## src/rtl/lap_pkg.sv

```systemverilog
`default_nettype none
// +--------------------------------------------------------------------------+
// | Module      : lap_pkg                                                    |
// | Description : Shared widths, radix constants and the lap time record     |
// |               used by the lap time buffer and its split subtractor.      |
// | Revision    : 1.0 - initial release                                      |
// +--------------------------------------------------------------------------+
package lap_pkg;

    localparam int SUB_SEC_W = 7;
    localparam int SEC_W     = 6;
    localparam int MIN_W     = 6;
    localparam int HOUR_W    = 7;
    localparam int TIME_W    = HOUR_W + MIN_W + SEC_W + SUB_SEC_W;

    localparam int MAX_SUB_SEC = 100;
    localparam int MAX_SEC     = 60;
    localparam int MAX_MIN     = 60;
    localparam int MAX_HOUR    = 100;

    typedef struct packed {
        logic [HOUR_W-1:0]    hour;
        logic [MIN_W-1:0]     min;
        logic [SEC_W-1:0]     sec;
        logic [SUB_SEC_W-1:0] sub_sec;
    } lap_time_t;

endpackage
`default_nettype wire

```

## src/rtl/lap_split_sub.sv

```systemverilog
`default_nettype none
// +--------------------------------------------------------------------------+
// | Module      : lap_split_sub                                              |
// | Description : Combinational mixed-radix subtractor, o_diff = i_a - i_b.  |
// |               Fields borrow through 100 / 60 / 60 / 100; a negative      |
// |               hour result wraps modulo 100 hours.                        |
// | Ports       : i_a, i_b  lap_time_t operands                              |
// |               o_diff    lap_time_t difference                            |
// | Revision    : 1.0 - initial release                                      |
// +--------------------------------------------------------------------------+
module lap_split_sub
    import lap_pkg::*;
(
    input  lap_time_t i_a,
    input  lap_time_t i_b,
    output lap_time_t o_diff
);

    // Each difference is one bit wider than its field; the MSB is the sign,
    // which doubles as the borrow into the next field.
    logic [SUB_SEC_W:0] w_ss_diff;
    logic [SEC_W:0]     w_s_diff;
    logic [MIN_W:0]     w_m_diff;
    logic [HOUR_W:0]    w_h_diff;

    assign w_ss_diff = {1'b0, i_a.sub_sec} - {1'b0, i_b.sub_sec};
    assign w_s_diff  = {1'b0, i_a.sec} - {1'b0, i_b.sec}
                     - {{SEC_W{1'b0}}, w_ss_diff[SUB_SEC_W]};
    assign w_m_diff  = {1'b0, i_a.min} - {1'b0, i_b.min}
                     - {{MIN_W{1'b0}}, w_s_diff[SEC_W]};
    assign w_h_diff  = {1'b0, i_a.hour} - {1'b0, i_b.hour}
                     - {{HOUR_W{1'b0}}, w_m_diff[MIN_W]};

    assign o_diff.sub_sec = w_ss_diff[SUB_SEC_W]
                          ? SUB_SEC_W'(w_ss_diff + (SUB_SEC_W+1)'(MAX_SUB_SEC))
                          : w_ss_diff[SUB_SEC_W-1:0];
    assign o_diff.sec     = w_s_diff[SEC_W]
                          ? SEC_W'(w_s_diff + (SEC_W+1)'(MAX_SEC))
                          : w_s_diff[SEC_W-1:0];
    assign o_diff.min     = w_m_diff[MIN_W]
                          ? MIN_W'(w_m_diff + (MIN_W+1)'(MAX_MIN))
                          : w_m_diff[MIN_W-1:0];
    // Final borrow is discarded: adding 100 gives the modulo-100h difference.
    assign o_diff.hour    = w_h_diff[HOUR_W]
                          ? HOUR_W'(w_h_diff + (HOUR_W+1)'(MAX_HOUR))
                          : w_h_diff[HOUR_W-1:0];

endmodule
`default_nettype wire

```

## src/rtl/lap_time_buffer.sv

```systemverilog
`default_nettype none
// +--------------------------------------------------------------------------+
// | Module      : lap_time_buffer                                            |
// | Description : Snapshots the stopwatch time on each lap strobe into a     |
// |               DEPTH-entry circular buffer drained via valid/ready.       |
// |               When full, a new lap overwrites the oldest (sticky oOVF).  |
// | Config      : define LAP_SPLIT_EN to compute and store split times;      |
// |               otherwise oSPLIT_* are tied to zero.                       |
// | Ports       : iCLK, iRESET (async, active-high), iCLEAR (sync clear)     |
// |               iLAP_STB, iSUB_SEC/iSEC/iMIN/iHOUR  lap capture            |
// |               iLAP_READY / oLAP_VALID             head handshake         |
// |               oLAP_NUM, oLAP_*, oSPLIT_*           head entry fields     |
// |               oCOUNT, oOVF                         occupancy, overwrite  |
// | Revision    : 1.0 - initial release                                      |
// +--------------------------------------------------------------------------+
module lap_time_buffer
    import lap_pkg::*;
#(
    parameter int DEPTH    = 8,
    parameter int LAPNUM_W = 8
) (
    input  logic                    iCLK,
    input  logic                    iRESET,
    input  logic                    iCLEAR,
    input  logic                    iLAP_STB,
    input  logic [SUB_SEC_W-1:0]    iSUB_SEC,
    input  logic [SEC_W-1:0]        iSEC,
    input  logic [MIN_W-1:0]        iMIN,
    input  logic [HOUR_W-1:0]       iHOUR,
    input  logic                    iLAP_READY,
    output logic                    oLAP_VALID,
    output logic [LAPNUM_W-1:0]     oLAP_NUM,
    output logic [SUB_SEC_W-1:0]    oLAP_SUB_SEC,
    output logic [SEC_W-1:0]        oLAP_SEC,
    output logic [MIN_W-1:0]        oLAP_MIN,
    output logic [HOUR_W-1:0]       oLAP_HOUR,
    output logic [SUB_SEC_W-1:0]    oSPLIT_SUB_SEC,
    output logic [SEC_W-1:0]        oSPLIT_SEC,
    output logic [MIN_W-1:0]        oSPLIT_MIN,
    output logic [HOUR_W-1:0]       oSPLIT_HOUR,
    output logic [$clog2(DEPTH):0]  oCOUNT,
    output logic                    oOVF
);

    localparam int                 c_PTR_W = $clog2(DEPTH);
    localparam int                 c_CNT_W = c_PTR_W + 1;
    localparam logic [c_CNT_W-1:0] c_FULL  = c_CNT_W'(DEPTH);

    lap_time_t             r_mem_time [DEPTH];
    logic [LAPNUM_W-1:0]   r_mem_num  [DEPTH];
    logic [c_PTR_W-1:0]    r_wr_ptr;
    logic [c_PTR_W-1:0]    r_rd_ptr;
    logic [c_CNT_W-1:0]    r_count;
    logic [LAPNUM_W-1:0]   r_lap_cnt;
    logic                  r_ovf;

    lap_time_t w_cur;
    lap_time_t w_head_time;
    logic      w_empty;
    logic      w_full;
    logic      w_push;
    logic      w_pop;
    logic      w_drop;

    assign w_cur   = '{hour: iHOUR, min: iMIN, sec: iSEC, sub_sec: iSUB_SEC};
    assign w_empty = (r_count == '0);
    assign w_full  = (r_count == c_FULL);

    // Clear squashes any push or pop presented in the same cycle.
    assign w_push  = iLAP_STB && !iCLEAR;
    assign w_pop   = iLAP_READY && !w_empty && !iCLEAR;
    // Full and nobody reading: the oldest entry is sacrificed for the new one.
    assign w_drop  = w_push && w_full && !w_pop;

    // Storage carries no reset; the empty mux on the head hides stale data.
    always_ff @(posedge iCLK) begin
        if (w_push && !iRESET) begin
            r_mem_time[r_wr_ptr] <= w_cur;
            r_mem_num[r_wr_ptr]  <= r_lap_cnt + LAPNUM_W'(1);
        end
    end

    always_ff @(posedge iCLK or posedge iRESET) begin
        if (iRESET) begin
            r_wr_ptr  <= '0;
            r_rd_ptr  <= '0;
            r_count   <= '0;
            r_lap_cnt <= '0;
            r_ovf     <= 1'b0;
        end else if (iCLEAR) begin
            r_wr_ptr  <= '0;
            r_rd_ptr  <= '0;
            r_count   <= '0;
            r_lap_cnt <= '0;
            r_ovf     <= 1'b0;
        end else begin
            if (w_push) begin
                r_wr_ptr  <= r_wr_ptr + c_PTR_W'(1);
                r_lap_cnt <= r_lap_cnt + LAPNUM_W'(1);
            end
            if (w_pop || w_drop) begin
                r_rd_ptr <= r_rd_ptr + c_PTR_W'(1);
            end
            if (w_push && !w_pop && !w_full) begin
                r_count <= r_count + c_CNT_W'(1);
            end else if (w_pop && !w_push) begin
                r_count <= r_count - c_CNT_W'(1);
            end
            if (w_drop) begin
                r_ovf <= 1'b1;
            end
        end
    end

    assign w_head_time  = w_empty ? '0 : r_mem_time[r_rd_ptr];
    assign oLAP_VALID   = !w_empty;
    assign oLAP_NUM     = w_empty ? '0 : r_mem_num[r_rd_ptr];
    assign oLAP_SUB_SEC = w_head_time.sub_sec;
    assign oLAP_SEC     = w_head_time.sec;
    assign oLAP_MIN     = w_head_time.min;
    assign oLAP_HOUR    = w_head_time.hour;
    assign oCOUNT       = r_count;
    assign oOVF         = r_ovf;

`ifdef LAP_SPLIT_EN
    lap_time_t r_prev;
    lap_time_t r_mem_split [DEPTH];
    lap_time_t w_split;
    lap_time_t w_head_split;

    lap_split_sub u_split (
        .i_a    (w_cur),
        .i_b    (r_prev),
        .o_diff (w_split)
    );

    always_ff @(posedge iCLK) begin
        if (w_push && !iRESET) begin
            r_mem_split[r_wr_ptr] <= w_split;
        end
    end

    // Reference starts at zero so the first lap's split is its cumulative time.
    always_ff @(posedge iCLK or posedge iRESET) begin
        if (iRESET) begin
            r_prev <= '0;
        end else if (iCLEAR) begin
            r_prev <= '0;
        end else if (w_push) begin
            r_prev <= w_cur;
        end
    end

    assign w_head_split   = w_empty ? '0 : r_mem_split[r_rd_ptr];
    assign oSPLIT_SUB_SEC = w_head_split.sub_sec;
    assign oSPLIT_SEC     = w_head_split.sec;
    assign oSPLIT_MIN     = w_head_split.min;
    assign oSPLIT_HOUR    = w_head_split.hour;
`else
    assign oSPLIT_SUB_SEC = '0;
    assign oSPLIT_SEC     = '0;
    assign oSPLIT_MIN     = '0;
    assign oSPLIT_HOUR    = '0;
`endif

endmodule
`default_nettype wire

```

## config.mk

```make
export PLATFORM = sky130hd
export DESIGN_NAME = lap_time_buffer
export DESIGN_NICKNAME = d
export VERILOG_FILES = /design/src/rtl/lap_pkg.sv /design/src/rtl/lap_split_sub.sv /design/src/rtl/lap_time_buffer.sv
export SDC_FILE = /design/constraint.sdc
export NUM_CORES = 1
export LEC_CHECK = 0
export BUFFER_PORTS_ARGS = -buffer_cell sky130_fd_sc_hd__clkbuf_2
export CAP_MARGIN = 20
export CORE_MARGIN = 2
export CORE_UTILIZATION = 46
export CTS_BUF_LIST = sky130_fd_sc_hd__clkbuf_8
export CTS_CLUSTER_DIAMETER = 200
export DETAILED_ROUTE_END_ITERATION = 7
export GPL_TIMING_DRIVEN = 0
export PLACE_DENSITY = 0.71
export REMOVE_ABC_BUFFERS = 1
export SLEW_MARGIN = 15
export SYNTH_ARGS = -nofsm -noshare
export SYNTH_HDL_FRONTEND = slang
export SYNTH_SLANG_ARGS = --single-unit
```

## constraint.sdc

```tcl
create_clock -name iCLK -period 3.55 [get_ports iCLK]
set_input_delay 0.71 -clock iCLK [delete_from_list [all_inputs] [get_ports iCLK]]
set_output_delay 0.71 -clock iCLK [all_outputs]
set_load 0.1 [all_outputs]
```

## Word-level counts from Yosys, hierarchy flattened

Memory sizes are Yosys's and may differ from the RTL's.
Cells that the tools add are included.

| word-level totals | value |
|---|---|
| register bits | 19 |
| bits in writable memories | 272 |
| input bits | 31 |
| output and inout port bits | 66 |
| logic and storage cells | 49 |
| memories | 2 |

| operators by class | value |
|---|---|
| $add $sub $neg | 5 |
| eq/ne operators | 1 |
| multiplexer cells | 15 |
| reduce and logical (&&, ||, !) cells | 21 |

Memory list:

| memory | words | width | read ports | clocked after Yosys merged registers in | wr ports | RTL line | source |
|---|---|---|---|---|---|---|---|
| r_mem_time | 8 | 26 | 1 | 0 | 1 | lap_time_buffer.sv:49 | `lap_time_t r_mem_time [DEPTH];` |
| r_mem_num | 8 | 8 | 1 | 0 | 1 | lap_time_buffer.sv:50 | `logic [LAPNUM_W-1:0] r_mem_num [DEPTH];` |

Operator list:

| operator | count |
|---|---|
| $mux W26 | 1 |
| $mux W8 | 3 |
| $mux W3 | 4 |
| $mux W4 | 3 |
| $logic_and A1 B1 Y1 | 9 |
| $add A8 B1 Y8 const B | 1 |
| $add A3 B1 Y3 const B | 2 |
| $logic_not A1 Y1 | 6 |
| $reduce_bool A2 Y1 | 3 |
| $add A4 B1 Y4 const B | 1 |
| $eq A4 B4 Y1 const B | 1 |
| $logic_not A4 Y1 | 1 |
| $mux W1 | 4 |
| $sub A4 B1 Y4 const B | 1 |
| $reduce_bool A3 Y1 | 1 |
| $logic_or A1 B1 Y1 | 1 |

## Longest topological paths before layout

Gate-level depths: netlist of run 1.

| logic depth | value |
|---|---|
| depth after elaboration | 9 |
| gate-level depth with buffers | 11 |
| gate-level depth less buffers | 10 |

## Worst setup path before layout of run 1

Ideal clock, no wire load.

| path | value |
|---|---|
| path kind | input to register |
| start | input port iRESET |
| end | memory r_mem_num[1][0], enable pin |
| setup time | 468 ps |
| data arrival time | 3770 ps |
| required time | 3082 ps |
| slack | -687 ps |
| stages | 3 |
| path buffers | 0 |
| cells stage by stage | inv_1 nand3_1 nor3_1 |

| on the way | value |
|---|---|
| word-level cells in the longest chain between the ends | 4 |

Ends and longest elaborated chain:

| what | RTL line | source |
|---|---|---|
| start, declared | lap_time_buffer.sv:23 | `input logic iRESET,` |
| $logic_not A1 Y1 (no source line) | n/a |  |
| $logic_and A1 B1 Y1 | lap_time_buffer.sv:77 | `if (w_push && !iRESET) begin` |
| $mux W1 | lap_time_buffer.sv:77 |  |
| $mux W1 (not written as such) | lap_time_buffer.sv:79 | `r_mem_num[r_wr_ptr] <= r_lap_cnt + LAPNUM_W'(1);` |
| end, declared | lap_time_buffer.sv:50 |  |

Every way passes these cells.

## Worst setup path after layout of run 1

| path | value |
|---|---|
| start | register r_count[0], in the netlist oCOUNT[0] |
| end | output port oLAP_HOUR[6] |

| on the way | value |
|---|---|
| word-level cells in the longest chain between the ends | 2 |

Ends and longest elaborated chain:

| what | RTL line | source |
|---|---|---|
| start, declared | lap_time_buffer.sv:53 | `logic [c_CNT_W-1:0] r_count;` |
| start signal, assigned | lap_time_buffer.sv:105 | `r_count <= r_count + c_CNT_W'(1);` |
| start signal, assigned | lap_time_buffer.sv:107 | `r_count <= r_count - c_CNT_W'(1);` |
| $logic_not A4 Y1 | lap_time_buffer.sv:66 | `assign w_empty = (r_count == '0);` |
| $mux W26 | lap_time_buffer.sv:115 | `assign w_head_time = w_empty ? '0 : r_mem_time[r_rd_ptr];` |
| end, declared | lap_time_buffer.sv:36 | `output logic [HOUR_W-1:0] oLAP_HOUR,` |

Every way passes these cells.

==> results_dict.tcl, run 1 <==
set metrics [dict create \
    status "finished clean" \
    grt_pass1_wl_mm 34.7 \
    ir_worst_vdd_mv 0.752 \
    cp-start-kind "flip-flop" \
    synth-seq-cells 291 \
    synthesis.area_um2 11800 \
    dieHeight_um 164 \
    hp-class "in -> async" \
    ioPinCount 97 \
    nets 760 \
    p_clk_share_pct 24.5 \
    syn_avg_cell_area_um2 19.3 \
    switchingPower_mw 4.49 \
    ys.flop_type "edfxtp_1" \
    num_rows 58 \
    finalWirelength_mm 23.1 \
    grt.total_usage_pct 17.1 \
    fmax_mhz 293 \
    drt_first_pass_iters 5 \
    p_leak_nw 4.63 \
    timing.max_cap.violations 0 \
    grt_max_degree 56 \
    multi_input_comb_area_um2 2950 \
    crit_type "reg -> out" \
    synth_edf_count 272 \
    slew_headroom_pct 44.7 \
    antenna_found_initial 0 \
    clk_pin_slew_worst_paths_ns 0.06 \
    fillers 1889 \
    crit_fanout 11 \
    synth_cells 613 \
    critPathRequiredTime_ns 2.84 \
    dp.cells 1003 \
    netSwitchingFraction_pct 41.8 \
    report.power.total_mw 10.7 \
    hold_viol_final 0 \
    min_period_ns 3.41 \
    htreeDepth 2 \
    rsz0062_at_grt "no" \
    initial_core_util_pct 46.9 \
    power_density_nw_per_um2 785 \
    slew_violations 0 \
    root_buffer "clkbuf_8" \
    vias 6024 \
    dr.first_iter.drc_count 606 \
    area_growth_pct 15.7 \
    cell_internal_pwr_mw 6.25 \
    dp_hpwl_mm 13.9 \
    remaining_drc_errors 0 \
    worstMarginPinSlew_ns 0.830 \
    regArea_um2 8650 \
    endpoint_kind "output pin" \
    vias_per_cell 5.53 \
    combPwrFrac_pct 38.8 \
    worstSkewPairLatency_ns 0.55 \
    worst_slack_ns 0.140 \
    setup_viol 0 \
    cts_setup_buffers 0 \
    cts_num_sinks 291 \
    clk_path_buf_depth 3 \
    dieArea_um2 27000 \
    cts_buffers 46 \
    core_um2 25200 \
    cts_tree "done" \
    r2r-start "oCOUNT[0]$_DFFE_PP0P_" \
    layoutNonFillerInstCount 1089 \
    yosysSeqAreaShare_pct 73.1 \
    seq_power_share_pct 36.8 \
    critPathLaunch "oCOUNT[0]$_DFFE_PP0P_" \
    cp.arrival_ns 2.70 \
    drive_gt1_share_pct 31.0 \
    antenna_cells 0 \
    grt_pass1_vias 6161 \
    period_share_pct 96.1 \
    die_x_um 164 \
    numPortBuffers 70 \
    yosysWarningCount 0 \
    grt.overflow.total 0 \
    pre_cts_ws_ns -0.00735 \
    wl_per_cell_um 21.2 \
    gp_congestion 0.778 \
    synth_cell_types 44 \
    skew_ns 0.0218 \
    drtAntennaViolNets 0 \
    ys_async_sr_fraction_pct 6.53 \
]
timing repair:
item                                    CTS  global route
hold endpoints to repair                  0             0
endpoints found under the setup margin    8            16
gates resized for setup                  10             6
pin swaps                                 0             0
gates cloned                              0             2
hold buffers                              0             0
path summary, 6_finish.rpt:
kind	end	slack (ns)	depth (start not counted)
setup / recovery	oLAP_HOUR[6]	0.14	6
hold / removal	oCOUNT[3]$_DFFE_PP0P_	0.30	2
setup reg to reg	oCOUNT[1]$_DFFE_PP0P_	0.52	10
hold reg to reg	oOVF$_DFFE_PP0P_	0.53	2
max in group asynchronous	r_rd_ptr[2]$_DFFE_PP0P_	2.65	2
min in group iCLK	r_mem_time[5][5]$_DFFE_PP_	0.43	1
cell type report:
type / instances / area share (%)
timing repair buffer: 95 / 5.65
inverter: 9 / 0.247
tap: 330 / 3.02
multi-input combinational: 280 / 21.5
clock buffer: 50 / 5.03
sequential: 291 / 63.3
clock inverter: 34 / 1.23
cells by family after synthesis:
| group | count (synthesis) | synth area share, % |
|---|---|---|
| AO/OA/AOI/OAI | 25 | 1.38 |
| XOR/XNOR | 17 | 1.26 |
| adder cells (fa/ha/maj) | 6 | 0.699 |
| buffers and inverters | 67 | 3.24 |
| flip-flops | 291 | 73.1 |
| multiplexers | 105 | 16.1 |
| other | 1 | 0.0317 |
| AND/OR/NAND/NOR | 101 | 4.18 |
cell usage in the layout (no fill, tap or decap), types with 4 or more instances in the layout:
cell type,Yosys,routed
edfxtp_1,272,272
mux4_2,68,68
clkbuf_2,0,56
nor2_1,57,51
clkbuf_8,0,51
mux2i_1,37,36
conb_1,1,26
inv_1,9,25
dfrtp_1,19,16
xor2_1,13,13
clkinv_1,0,12
nand2_1,8,8
buf_6,2,8
o21ai_0,7,7
clkbuf_4,0,7
nor2_4,0,6
buf_12,0,6
buf_2,15,6
ha_1,5,5
buf_4,26,5
nand3_1,4,4
nor2b_1,4,4
xnor2_1,4,4
power by group through the flow:
| stage | clock network [mW] | logic, mW | registers (mW) |
|---|---|---|---|
| 6_report | 2.63 | 4.16 | 3.95 |
| 5_1_grt | 2.81 | 4.37 | 3.96 |
| 4_1_cts | 2.67 | 4.14 | 3.94 |
| 3_5_place_dp | 0 | 4.10 | 4.01 |
| 3_3_place_gp | 0 | 3.80 | 4.22 |
| 2_1_floorplan | 0 | 3.06 | 4.27 |
metrics by stage:
step | utilization (%) | hold WS [ns] | TNS, ns | cell area (um2)
after floorplan | - | 0.505 | -110.66 | 11600
after global placement | 49.0 | 0.492 | -652.39 | 12300
after detailed placement | 50.6 | 0.536 | -0.0473 | 12700
after CTS | 54.1 | 0.315 | 0 | 13600
after global routing | 54.3 | 0.376 | 0 | 13700
final | 54.3 | 0.300 | 0 | 13700
cell usage after synthesis, types with 4 or more instances:
cell type	count	share of area [%]
ha_1	5	0.53
xor2_1	13	0.96
o21ai_0	7	0.30
clkbuf_1	13	0.41
xnor2_1	4	0.30
nor2b_1	4	0.21
mux4_2	68	13
buf_2	15	0.64
nor2_1	57	1.8
mux2i_1	37	3.1
nor3_1	4	0.17
buf_4	26	1.7
dfrtp_1	19	4.0
inv_1	9	0.29
edfxtp_1	272	69
nand3_1	4	0.17
nand2_1	8	0.25
worst max-delay path, cell delays in order, from the launching register on:
cell	delay, ns
dfrtp_1	0.52
nor4_4	0.60
buf_6	0.26
buf_8	0.16
buf_6	0.16
nor2_1	0.07
clkbuf_2	0.37
per-layer routing:
| layer | GRT usage, % | part of all wire (%) | vias to the layer above |
|---|---|---|---|
| met5 | 0 | 0 | - |
| li1 | - | - | 2613 |
| met1 | 21.8 | 40 | 3127 |
| met4 | 5.18 | 2.0 | 0 |
| met3 | 2.88 | 6.1 | 42 |
| met2 | 30.1 | 52 | 242 |
flip-flops by register name, summed over array words and instances (netlist names):
name and flops:
r_mem_time 208, r_mem_num 64, r_lap_cnt 8, oCOUNT 4, r_rd_ptr 3, r_wr_ptr 3, oOVF 1
Power figures use the tool's default switching activity.
==> inputs of run 2 (changes only) <==
clock period = 3 ns   (was 3.55 ns; I/O delays follow)
==> results_dict.tcl, run 2 (synthesis results as in run 1) <==
set metrics [dict create \
    die_x_um 164 \
    cts_tree "done" \
    whs_ns 0.0618 \
    crit_chain "buf_16 -> clkbuf_16 -> mux4_2 -> mux2i_1 -> nor2_1 -> clkbuf_8" \
    largest_reg_flops 208 \
    final_cell_mix "272 x edfxtp_1, 69 x clkbuf_8, 68 x mux4_2" \
    dr.first_iter.drc_count 606 \
    timing.rr.end "oCOUNT[1]$_DFFE_PP0P_" \
    drive_gt1_share_pct 33.4 \
    path_delay_family "multiplexers" \
    pre_cts_ws_ns -0.447 \
    grt.overflow.total 0 \
    cp_num_buf_inv 3 \
    antenna_found_initial 0 \
    reg_top3 "r_mem_time: 208 flops, r_mem_num: 64 flops, r_lap_cnt: 8 flops" \
    fmax_mhz 339 \
    rrSetupSlack_ns 0.20 \
    dieHeight_um 164 \
    num_rows 58 \
    top_register "r_mem_time" \
    max_stage_delay_ns 0.49 \
    grt_max_degree 37 \
    final_common_cell "edfxtp_1" \
    dp_hpwl_mm 13.9 \
    ioPinCount 97 \
    remaining_drc_errors 0 \
    numPortBuffers 70 \
    htreeDepth 2 \
    fin_tns_setup_ns 0 \
    rsz0062_at_grt "yes" \
    clk_path_buf_depth 3 \
    grt_pass1_vias 6305 \
    hp-class "in -> async" \
    crit_type "reg -> out" \
    crit_fanout 11 \
    status "finished clean" \
    fillers 1842 \
    cp-start-kind "flip-flop" \
    endpoint_kind "output pin" \
    skew_ns 0.0247 \
    grt.total_usage_pct 17.8 \
    hold_viol_final 0 \
    area_growth_pct 19.9 \
    slew_violations 0 \
    nets 776 \
    layoutNonFillerInstCount 1105 \
    drt_first_pass_iters 5 \
    timing.max_cap.violations 0 \
    slew_headroom_pct 51.2 \
    setup_viol 0 \
    antenna_cells 0 \
    power_density_nw_per_um2 945 \
    r2r-start "oCOUNT[3]$_DFFE_PP0P_" \
    worstSkewPairLatency_ns 0.55 \
    cts_num_sinks 291 \
    min_period_ns 2.95 \
    gp_congestion 0.778 \
    ir_worst_vdd_mv 1.09 \
    slowest_stage "mux4_2" \
    grt_pass1_wl_mm 35.8 \
    cp.arrival_ns 2.35 \
    initial_core_util_pct 46.9 \
    wl_per_cell_um 21.8 \
    dp.cells 1003 \
    p_leak_nw 4.81 \
    drtAntennaViolNets 0 \
    dieArea_um2 27000 \
    cts_buffers 46 \
    core_um2 25200 \
    root_buffer "clkbuf_8" \
    r2r_cells 11 \
    finalWirelength_mm 24.1 \
    worst_slack_ns 0.0537 \
    period_share_pct 98.2 \
    final_util_pct 56.3 \
    vias 6095 \
    worstMarginPinSlew_ns 0.728 \
    vias_per_cell 5.52 \
    critPathRequiredTime_ns 2.40 \
    ctsHoldBuffers 0 \
    clk_pin_slew_worst_paths_ns 0.06 \
]
-- run 2: cell types whose count changed in the layout (fill, tap and decap cells not counted), sizes merged --
cell	delta
buf	+22
clkbuf	-7
bufbuf	+1
clkinvlp	+1
inv	-1
-- run 2: area by class of cell --
class	instances	area, um2	share of cell area [%]
Multi-Input combinational cell	280	2980	21.0
Clock buffer	50	688	4.86
Inverter	9	37.5	0.265
Tap cell	330	413	2.91
Timing Repair Buffer	111	1230	8.67
Sequential cell	291	8660	61.1
Clock inverter	34	168	1.18
-- run 2: stage by stage --
step           total power [mW]  instance area (um2)
6_report                   13.4                14200
5_1_grt                    13.9                14200
4_1_cts                    13.3                14000
3_5_place_dp               9.60                12700
3_3_place_gp               9.47                12300
2_1_floorplan              8.67                11600
-- run 2: routing by layer --
layer  part of all wire, %  vias to the layer above  GRT usage (%)  wire length [um]
li1                      -                     2648              -                 -
met1                    40                     3176           22.4              9690
met2                    53                      234           31.7             12700
met3                   5.4                       37           2.80              1310
met4                   1.8                        0           5.54               431
met5                     0                        -              0                 0
-- run 2: how the worst max path moves through the flow --
stage,from,to,slack [ns],cells after the start
3_3_place_gp,iLAP_STB,r_mem_time[1][8]$_DFFE_PP_,-3.94,4
6_report,r_rd_ptr[0]$_DFFE_PP0P_,oLAP_NUM[2],0.05,6
4_1_cts,r_rd_ptr[0]$_DFFE_PP0P_,oLAP_SEC[5],-0.06,6
2_1_floorplan,r_rd_ptr[0]$_DFFE_PP0P_,oLAP_HOUR[0],-2.23,3
3_5_place_dp,iRESET,r_mem_time[1][8]$_DFFE_PP_,-0.45,7
5_1_grt,r_rd_ptr[0]$_DFFE_PP0P_,oLAP_MIN[3],-0.06,6
-- run 2: worst register-to-register path: stages (launching register included) --
cell     delay, ns
dfrtp_2       0.49
nor4_4        0.35
buf_4         0.22
inv_1         0.08
o21ai_0       0.14
nand2_1       0.16
inv_1         0.10
fa_1          0.45
nor3b_1       0.17
o21ai_0       0.24
a21oi_1       0.11
nor3_1        0.22
-- run 2: timing repair --
action	in CTS	in global routing
endpoints found under the setup margin	34	44
endpoints found under the hold margin	0	0
setup buffers	10	2
gates cloned	3	3
resized for setup	56	29
pin swaps	1	1
-- run 2: where the power goes --
| group | switching (mW) | internal (mW) |
|---|---|---|
| clock | 1.49 | 1.62 |
| sequential | 0.122 | 4.51 |
| combinational | 3.83 | 1.80 |
| total | 5.45 | 7.94 |
==> inputs of run 3 (changes only) <==
GPL_TIMING_DRIVEN = 1   (was 0)
==> results_dict.tcl, run 3 (synthesis results as in run 1) <==
set metrics [dict create \
    status "finished clean" \
    cp-start-kind "flip-flop" \
    nets 763 \
    drive_gt1_share_pct 31.5 \
    dr.first_iter.drc_count 514 \
    fmax_mhz 344 \
    critPathRequiredTime_ns 2.40 \
    dp.cells 1007 \
    clk_pin_slew_worst_paths_ns 0.06 \
    rrSetupSlack_ns 0.37 \
    remaining_drc_errors 0 \
    vias_per_cell 5.43 \
    reg_top3 "r_mem_time: 208 flops, r_mem_num: 64 flops, r_lap_cnt: 8 flops" \
    skew_ns 0.0246 \
    grt_pass1_vias 6138 \
    final_common_cell "edfxtp_1" \
    gp_congestion 0.758 \
    regArea_um2 8650 \
    grt_max_degree 71 \
    multi_input_comb_area_um2 2960 \
    grt_pass1_wl_mm 34.5 \
    worstSkewPairLatency_ns 0.54 \
    area_growth_pct 17.4 \
    slew_violations 0 \
    cts_num_sinks 291 \
    p_leak_nw 4.70 \
    top_register "r_mem_time" \
    endpoint_kind "output pin" \
    whs_ns 0.184 \
    largest_reg_flops 208 \
    fin_tns_setup_ns 0 \
    hold_viol_final 0 \
    finalWirelength_mm 22.8 \
    dpl-instance-area_um2 12900 \
    clk_path_buf_depth 3 \
    crit_fanout 19 \
    root_buffer "clkbuf_8" \
    core_um2 25200 \
    layoutNonFillerInstCount 1091 \
    r2r-start "oCOUNT[0]$_DFFE_PP0P_" \
    numPortBuffers 70 \
    ir_worst_vdd_mv 0.872 \
    max_stage_delay_ns 0.52 \
    timing.max_cap.violations 0 \
    finish.instance_area_um2 13900 \
    antenna_cells 0 \
    cp.arrival_ns 2.31 \
    fillers 1869 \
    grt.total_usage_pct 17.2 \
    drt_first_pass_iters 6 \
    cts_tree "done" \
    slew_headroom_pct 57.6 \
    grt.overflow.total 0 \
    crit_type "reg -> out" \
    final_util_pct 55.1 \
    vias 5927 \
    die_x_um 164 \
    dieArea_um2 27000 \
    cts_buffers 45 \
    crit_chain "buf_12 -> mux4_2 -> mux2i_1 -> nor2_1 -> buf_2" \
    dieHeight_um 164 \
    worst_slack_ns 0.0936 \
    slowest_stage "dfrtp_4" \
    final_cell_mix "272 x edfxtp_1, 68 x mux4_2, 51 x nor2_1, 51 x clkbuf_8, 36 x clkbuf_2" \
    hp-class "in -> async" \
    antenna_found_initial 2 \
    setup_viol 0 \
    report.power.total_mw 13.2 \
    drtAntennaViolNets 0 \
    worstMarginPinSlew_ns 0.634 \
    htreeDepth 2 \
    pre_cts_ws_ns 0.385 \
    num_rows 58 \
    critPathLaunch "r_rd_ptr[0]$_DFFE_PP0P_" \
    power_density_nw_per_um2 948 \
    dp_hpwl_mm 13.3 \
    wl_per_cell_um 20.9 \
    rsz0062_at_grt "yes" \
    initial_core_util_pct 46.9 \
    min_period_ns 2.91 \
    ioPinCount 97 \
    period_share_pct 96.9 \
]
## run 3: changes by cell type in the layout (fill, tap and decap cells not counted), sizes merged
cell	delta
clkinv	+1
inv	-2
clkinvlp	-1
bufbuf	-1
buf	+5
clkbuf	-16
## run 3: worst paths after layout
kind	cells after the start	endpoint
setup / recovery	5	oLAP_MIN[2]
hold / removal	3	r_lap_cnt[1]$_DFFE_PP0P_
setup reg to reg	10	oCOUNT[1]$_DFFE_PP0P_
hold reg to reg	2	oOVF$_DFFE_PP0P_
max in group asynchronous	3	r_rd_ptr[0]$_DFFE_PP0P_
min in group iCLK	1	r_mem_time[6][6]$_DFFE_PP_
## run 3: power breakdown
group	switching (mW)	leakage, nW	internal [mW]
sequential	0.118	2.72	4.51
clock	1.43	0.487	1.61
combinational	3.77	1.49	1.71
total	5.32	4.70	7.84
## run 3: final cells by class
cell class              count  area share (%)
flip-flops and latches    291            62.4
multi-input cells         280            21.3
repair buffers             99            7.02
clock buffers              50            4.96
well taps                 330            2.98
clock inverters            32            1.13
inverters                   9           0.243
## run 3: repair_timing
| action | in CTS | in global routing |
|---|---|---|
| hold buffers | 0 | 0 |
| cloned | 0 | 1 |
| setup endpoints to repair | 17 | 20 |
| setup buffers | 0 | 1 |
| gates resized for setup | 14 | 12 |
## run 3: critical path, delay by kind of cell (launching register included)
kind          cells  cell delay [ns]
buf+inv           2             0.52
simple gates      1             0.06
mux               2             0.68
flops             1             0.52
## run 3: per-layer routing
layer	share of wire [%]	track usage [%]	wire [um]
met1	43	23.4	9860
met2	49	28.2	11200
met3	5.8	3.61	1330
met4	1.7	4.82	388
met5	0.057	0	13
